===== src/rtl/multicycle_control.sv =====
// Multi-cycle sequencer for the 8x8 register file: fetch, decode, execute,
// writeback, with PC/branch/jump handling and a sticky halt state.
`timescale 1ns/1ps
module multicycle_control #(
  parameter int unsigned N   = 8,
  parameter int unsigned PCW = 8
) (
  input  logic           clk,
  input  logic           rst,
  input  logic           run,
  output logic [PCW-1:0] imem_addr,
  input  logic [15:0]    imem_data,
  output logic [2:0]     ra1,
  output logic [2:0]     ra2,
  input  logic [N-1:0]   rd1,
  input  logic [N-1:0]   rd2,
  output logic [2:0]     wa3,
  output logic           we3,
  output logic [N-1:0]   wd3,
  output logic [PCW-1:0] pc,
  output logic           halted,
  output logic [2:0]     state_dbg
);

  localparam logic [3:0] OP_ADD  = 4'h1;
  localparam logic [3:0] OP_SUB  = 4'h2;
  localparam logic [3:0] OP_AND  = 4'h3;
  localparam logic [3:0] OP_OR   = 4'h4;
  localparam logic [3:0] OP_SLT  = 4'h5;
  localparam logic [3:0] OP_ADDI = 4'h6;
  localparam logic [3:0] OP_BEQ  = 4'h7;
  localparam logic [3:0] OP_JMP  = 4'h8;
  localparam logic [3:0] OP_HALT = 4'hF;

  typedef enum logic [2:0] {
    S_IDLE      = 3'd0,
    S_FETCH     = 3'd1,
    S_DECODE    = 3'd2,
    S_EXECUTE   = 3'd3,
    S_WRITEBACK = 3'd4,
    S_HALT      = 3'd5
  } state_t;

  state_t         state_q;
  logic [PCW-1:0] pc_q;
  logic [15:0]    ir_q;
  logic [N-1:0]   a_q;
  logic [N-1:0]   b_q;
  logic           we3_q;
  logic [2:0]     wa3_q;
  logic [N-1:0]   wd3_q;  // holds ALUOut for the writeback cycle
  logic           halted_q;

  logic [3:0]     op;
  logic [2:0]     rd;
  logic [2:0]     rs1;
  logic [2:0]     rs2;
  logic [N-1:0]   imm_n;
  logic [PCW-1:0] imm_pc;
  logic [N-1:0]   alu_d;
  logic           is_alu;

  assign op     = ir_q[15:12];
  assign rd     = ir_q[11:9];
  assign rs1    = ir_q[8:6];
  assign rs2    = ir_q[5:3];
  assign imm_n  = {{(N-6){ir_q[5]}}, ir_q[5:0]};
  assign imm_pc = {{(PCW-6){ir_q[5]}}, ir_q[5:0]};
  assign is_alu = (op != 4'h0) && (op <= OP_ADDI);

  assign imem_addr = pc_q;
  assign pc        = pc_q;
  assign we3       = we3_q;
  assign wa3       = wa3_q;
  assign wd3       = wd3_q;
  assign halted    = halted_q;
  assign state_dbg = state_q;

  // Register file read ports; BEQ compares R[rd] against R[rs1]
  always_comb begin
    ra1 = rs1;
    ra2 = rs2;
    if (op == OP_BEQ) begin
      ra1 = rd;
      ra2 = rs1;
    end
  end

  // ALU result from the latched operands, modulo 2^N
  always_comb begin
    alu_d = '0;
    case (op)
      OP_ADD:  alu_d = a_q + b_q;
      OP_SUB:  alu_d = a_q - b_q;
      OP_AND:  alu_d = a_q & b_q;
      OP_OR:   alu_d = a_q | b_q;
      OP_SLT:  alu_d = ($signed(a_q) < $signed(b_q)) ? N'(1) : '0;
      OP_ADDI: alu_d = a_q + imm_n;
      default: alu_d = '0;
    endcase
  end

  // Sequencer state, PC, instruction/operand latches and registered write port
  always_ff @(posedge clk or posedge rst) begin
    if (rst) begin
      state_q  <= S_IDLE;
      pc_q     <= '0;
      ir_q     <= '0;
      a_q      <= '0;
      b_q      <= '0;
      we3_q    <= 1'b0;
      wa3_q    <= '0;
      wd3_q    <= '0;
      halted_q <= 1'b0;
    end else begin
      case (state_q)
        S_IDLE: begin
          if (run) state_q <= S_FETCH;
        end
        S_FETCH: begin
          ir_q    <= imem_data;
          pc_q    <= pc_q + PCW'(1);
          state_q <= S_DECODE;
        end
        S_DECODE: begin
          a_q     <= rd1;
          b_q     <= rd2;
          state_q <= S_EXECUTE;
        end
        S_EXECUTE: begin
          if (is_alu) begin
            we3_q   <= (rd != 3'd0);
            wa3_q   <= rd;
            wd3_q   <= alu_d;
            state_q <= S_WRITEBACK;
          end else if (op == OP_HALT) begin
            halted_q <= 1'b1;
            state_q  <= S_HALT;
          end else begin
            if ((op == OP_BEQ) && (a_q == b_q)) pc_q <= pc_q + imm_pc;
            if (op == OP_JMP) pc_q <= PCW'(ir_q[7:0]);
            state_q <= run ? S_FETCH : S_IDLE;
          end
        end
        S_WRITEBACK: begin
          we3_q   <= 1'b0;
          wa3_q   <= '0;
          wd3_q   <= '0;
          state_q <= run ? S_FETCH : S_IDLE;
        end
        S_HALT: begin
          state_q <= S_HALT;
        end
        default: begin
          state_q <= S_IDLE;
        end
      endcase
    end
  end

endmodule


===== config.mk =====
export PLATFORM = sky130hd
export DESIGN_NAME = multicycle_control
export DESIGN_NICKNAME = d
export VERILOG_FILES = /design/src/rtl/multicycle_control.sv
export SDC_FILE = /design/constraint.sdc
export NUM_CORES = 1
export LEC_CHECK = 0
export CAP_MARGIN = 40
export CORE_MARGIN = 4
export CORE_UTILIZATION = 32
export CTS_CLUSTER_DIAMETER = 80
export DETAILED_ROUTE_END_ITERATION = 8
export GPL_TIMING_DRIVEN = 0
export PLACE_DENSITY = 0.65
export RECOVER_POWER = 100
export SKIP_CTS_REPAIR_TIMING = 1
export SLEW_MARGIN = 10
export SYNTH_ARGS = -nofsm -noshare
export SYNTH_HDL_FRONTEND = slang
export SYNTH_SLANG_ARGS = --single-unit
export TNS_END_PERCENT = 30

===== constraint.sdc =====
create_clock -name clk -period 5.3 [get_ports clk]
set_clock_uncertainty 0.1 [all_clocks]
set_input_delay 1.06 -clock clk [delete_from_list [all_inputs] [get_ports clk]]
set_output_delay 1.06 -clock clk [all_outputs]
set_load 0.005 [all_outputs]

Word level (Yosys, flattened, before mapping)
Cells that the tools add are included.

word-level totals
  register bits = 56
  bits in latches = 0
  RAM bits = 0
  bits in read-only memories = 0
  memories kept = 0

cells by class
  add/sub/neg operators = 5
  multipliers = 0
  divide/modulo/power cells = 0
  order comparisons = 2
  equal/unequal tests = 20
  shifts and indexed selects = 0
  muxes and demuxes = 20
  bitwise logic cells = 3
  reduce and logical (&&, ||, !) cells = 10

operators by type and width
  cell                                                                              number
  8-bit one-hot mux with 6 select lines                                             1
  8-bit two-way mux                                                                 5
  8-bit one-hot mux with 2 select lines                                             2
  8-bit adder                                                                       3
  3-bit two-way mux                                                                 6
  3-bit one-hot mux with 6 select lines                                             1
  4-bit by 3-bit equality test with 1-bit output, second input constant             4
  8-bit by 1-bit adder with 8-bit output, second input constant                     1
  8-bit AND                                                                         1
  4-bit by 2-bit equality test with 1-bit output, second input constant             2
  4-bit equality test, second input constant                                        2
  8-bit equality test                                                               1
  8-bit < comparator                                                                1
  2-bit inequality test, second input constant                                      4
  8-bit OR                                                                          1
  8-bit subtractor                                                                  1
  3-bit by 2-bit equality test with 1-bit output, second input constant             2
  3-bit equality test, second input constant                                        2
  3-bit one-hot mux with 2 select lines                                             1
  4-bit by 1-bit equality test with 1-bit output, second input constant             1
  4-bit by 3-bit less-or-equal comparator with 1-bit output, second input constant  1
  4-bit AND reduction                                                               1
  2-bit nonzero test                                                                2
  4-bit nonzero test                                                                1
  other kinds (10)                                                                  13

Longest topological paths before layout
  word-level depth = 7
  mapped depth = 14
  depth with buffers taken out = 12

Worst setup path before layout
Ideal clock, no wire load.

  path type = flip-flop to flip-flop
  start = register ir_q[12]
  end = register wd3_q[4], in the netlist wd3[4]
  setup time = 124 ps
  data arrival time = 2,626 ps
  data required time = 5,076 ps
  setup slack = 2,450 ps
  cell stages (with the launch flop) = 15
  path buffers = 2
  clock period less this slack = 2,850 ps
  cells stage by stage = dfrtp_1 -> buf_2 -> and4bb_2 -> clkbuf_1 -> nand2_1 -> o21ai_0 -> ha_1 -> inv_1 -> fa_1 -> nor2b_1 -> o31a_1 -> a21oi_1 -> a221o_1 -> a21oi_1 -> o21ai_1

on the way
  word-level cells in the longest chain between the ends = 4

RTL lines
  element                                                                              line    RTL
  start, declared                                                                      46      logic [15:0] ir_q;
  start signal, assigned                                                               121     ir_q <= imem_data;
  4-bit by 3-bit equality test with 1-bit output (tied with other cells)               92      case (op)
  8-bit one-hot mux with 6 select lines / 1-bit logical AND (equally long branches)    92, 69
  8-bit two-way mux / 2-bit inequality test (equally long branches)                    --
  8-bit one-hot mux with 2 select lines / 2-bit AND reduction (equally long branches)  --
  end signal, assigned                                                                 134     wd3_q <= alu_d;
  end, declared                                                                        51      logic [N-1:0] wd3_q;

Several ways; a longest one is shown, not always the timed one. The select of a mux whose other input is x is not followed.
A chain may end at the register's enable or synchronous reset.

Final worst setup path
  start = register ir_q[14]
  end = register wd3_q[4], in the netlist wd3[4]

Same word-level chain as after synthesis.

==> impl_results.md <==
* Adder-cell share of the synthesized area at 13.4%
* Initial DRT Pass Iterations at 4
* CP arrival at 3.75 ns
* Iter 0 DRT Violations at 268
* Main combinational cell family by area after synthesis: compound AO/OA/AOI/OAI gates
* CTS max path bufs at 2
* Setup CP Type: reg -> reg
* Design Area, Final at 0.00516 sq mm
* TNS Setup at 0 ns
* Number of buffers added on ports at 72
* Initial antenna violation count at 0
* Die Footprint at 0.0147 sq mm
* Post-synth EDFFs at 0
* Slew margin rel. at -15.4%
* FF-to-FF setup slack at 1.62 ns
* Register area at 0.00140 sq mm
* Placed inst area at 0.00506 sq mm
* ANT cells at 0
* CTS buffer count at 5
* Synth Register Bits at 56
* Fmax at 0.272 GHz
* RR Startpoint: ir_q[14]$_DFFE_PP0P_
* Yosys warns at 0
* Final std cells w/o fill at 714
* Final Cycle Share at 69.4%
* Die W at 121 um
* Synth Area per Inst at 8.89 sq um
* Post-synthesis cell count at 461
* CP startpoint: ir_q[14]$_DFFE_PP0P_
* Dpl cells at 706
* Cell variety after synth at 61
* Final Max Slew Viols at 33
* Multi-input gate area at 0.00242 sq mm
* Hold Vio Cnt, Final at 0
* Compound-cell area share of the yosys netlist at 19.0%
* Min-Delay Startpoint: halted$_DFFE_PP0P_
* Gr ovfl total at 0
* Startpoint Class: flip-flop
* Metal-1 WL at 4.88 mm
* Via count at 3680
* Worst-margin pin slew at 1.73 ns
* Synth Area in Simple Gates at 17.5%
* Worst Setup End Kind: flip-flop
* DP HPWL at 8.92 mm
* Synth Flop Type: dfrtp_1
* CTS tree: yes
* CP Max Fanout at 10
* Initial core utilization at 32.6%
* Synth-to-Final Area Change at 25.8%
* DRC viols at 0
* Vias in the first global route at 3768
* Largest net degree at the start of global routing at 33
* Synth Net Count at 538
* Setup ws final at 1.62 ns
* Reg2reg end: wd3[4]$_DFFE_PP0P_
* Io pins at 73
* Post-DR wirelength/cell at 16.1 um
* Hold Crit Class: reg -> reg
* Mean number of vias per cell at 5.15
* Final min period at 3.68 ns
* FP Rows at 41
* Post-route ant nets at 0
* Die height at 121 um
* Placer Congestion at 0.870
* Min-Delay Path Depth at 1
* Fin nets at 618
* Run status: complete, but fails checks
* PD cells at 676 mW/mm^2
* Met3 Wirelength at 576 um
* Worst endpoint required time at 5.37 ns
* Failing checks: max-capacitance violations, max-slew violations
* Reg clk slew, reported paths at 0.08 ns
* Routed met2 length at 5.73 mm
* Detailed Route WL at 11.5 mm
* Max-Cap Viols at 1
* Top layer in use: met4
* Post-synthesis xor/xnor area fraction at 2.99%
* RSZ-0062 raised after global routing: no
* Share of layout cells above drive strength 1 at 8.49%
* Async S/R FF share, synth at 100%
* Core ar. at 0.0126 sq mm
* Root Buffer: clkbuf_16
* FILL cells at 1272
* Clk_lat worst skew at 0.30 ns
* GR Util All Layers at 15.9%
* R2R cell count at 14
* Netlist Area Pre-Place at 0.00410 sq mm
* Lkg Pwr at 2.20 nW
* Sink Count at 56
* First-pass GRT wire length at 18.8 mm
* Finish-stage setup viols at 0
* Peak VDD IR at 0.211 mV
* Seq/Total Area, Yosys at 34.2%
* WHS Endpoint: halted$_DFFE_PP0P_
* Mux contribution to synthesized area at 6.53%
* Depth of the CTS H-tree at 2
* Pre-CTS setup slack at 1.85 ns
[worst max-delay path, cell delays in order, from the launching register on]
cell,delay (ns)
dfrtp_1,0.37
clkbuf_1,0.35
and4bb_1,0.42
clkbuf_1,0.50
nand2_1,0.10
o21ai_0,0.09
ha_1,0.21
inv_1,0.06
fa_1,0.41
nor2b_1,0.22
o31a_1,0.19
a21oi_1,0.06
a221o_1,0.31
a21oi_1,0.10
o21ai_0,0.07
[cells in the mapped netlist, drive strengths merged (4+ instances only)]
cell type	number	area [sq um]
a211oi	5	42.5
a21oi	18	97.6
a22o	4	35.0
a31oi	7	43.8
buf	18	116
clkbuf	11	41.3
dfrtp	56	1400
ha	39	488
inv	29	109
mux2	22	248
nand2	54	203
nand2b	5	31.3
nand3	12	60.1
nand3b	4	30.0
nor2	29	111
nor2b	8	50.1
nor3	4	20.0
nor4	4	25.0
o211ai	6	45.0
o21ai	54	270
o21bai	5	37.5
xnor2	10	87.6
xor2	4	35.0
[cell type report]
cell class	count	share of cell area (%)
Multi-Input combinational cell	347	46.9
Tap cell	172	4.17
Inverter	29	2.11
Sequential cell	56	27.2
Clock buffer	5	2.42
Buffer	29	2.81
Clock inverter	3	0.364
Timing Repair Buffer	73	14.0
[placed cells by master, fill, tap and decap left out, drive strengths merged, types with 3 or more instances in the layout]
| cell | count |
|---|---|
| a211oi | 5 |
| a21oi | 18 |
| a22o | 4 |
| a22oi | 3 |
| a31oi | 7 |
| and2 | 3 |
| buf | 5 |
| clkbuf | 30 |
| clkdlybuf4s50 | 40 |
| clkinv | 3 |
| dfrtp | 56 |
| dlygate4sd3 | 32 |
| fa | 3 |
| ha | 39 |
| inv | 29 |
| mux2 | 22 |
| nand2 | 54 |
| nand2b | 5 |
| nand3 | 12 |
| nand3b | 4 |
| nor2 | 29 |
| nor2b | 8 |
| nor3 | 4 |
| nor4 | 4 |
| o211ai | 6 |
| o21ai | 54 |
| o21bai | 5 |
| o22a | 3 |
| or3 | 3 |
| xnor2 | 10 |
| xor2 | 4 |
[registers in the layout (all words and copies together), names as in the netlist]
name / flops
ir_q: 16
a_q: 8
b_q: 8
imem_addr: 8
wd3: 8
state_dbg: 3
wa3: 3
halted: 1
we3: 1
[power by group]
part	switching (mW)	total [mW]	internal (mW)	leakage, nW
sequential	0.228	0.859	0.630	0.686
clock	0.160	0.335	0.175	0.0736
combinational	1.21	2.30	1.08	1.44
total	1.60	3.49	1.89	2.20
[how the worst max path moves through the flow]
| stage | slack, ns | to | cells past startpoint |
|---|---|---|---|
| after floorplan | 2.45 | wd3[4]$_DFFE_PP0P_ | 14 |
| after global placement | 1.71 | a_q[2]$_DFFE_PP0P_ | 2 |
| after detailed placement | 1.85 | wd3[4]$_DFFE_PP0P_ | 14 |
| after CTS | 1.84 | wd3[4]$_DFFE_PP0P_ | 14 |
| after global routing | 1.01 | b_q[2]$_DFFE_PP0P_ | 3 |
| final | 1.62 | wd3[4]$_DFFE_PP0P_ | 14 |
[cells by family after synthesis]
family / after synthesis
XOR/XNOR: 14
multiplexers: 24
AND/OR/NAND/NOR: 144
buffers and inverters: 58
adder cells (fa/ha/maj): 42
flip-flops: 56
AO/OA/AOI/OAI: 123
[through the flow]
step / power, mW / hold slack [ns] / util (%)
after CTS: 3.59 / 0.386 / 41.4
final: 3.49 / 0.378 / 41.1
after detailed placement: 3.24 / 0.365 / 40.2
after global routing: 3.84 / 0.399 / 41.1
after global placement: 3.14 / 0.365 / 40.1
after floorplan: 2.45 / 0.368 / -
[metal layers]
layer | GRT usage, % | vias to the layer above
li1 | - | 1790
met1 | 19.6 | 1765
met2 | 28.3 | 104
met3 | 2.66 | 21
met4 | 4.97 | 0
met5 | 0 | -
Power figures use the tool's default switching activity.
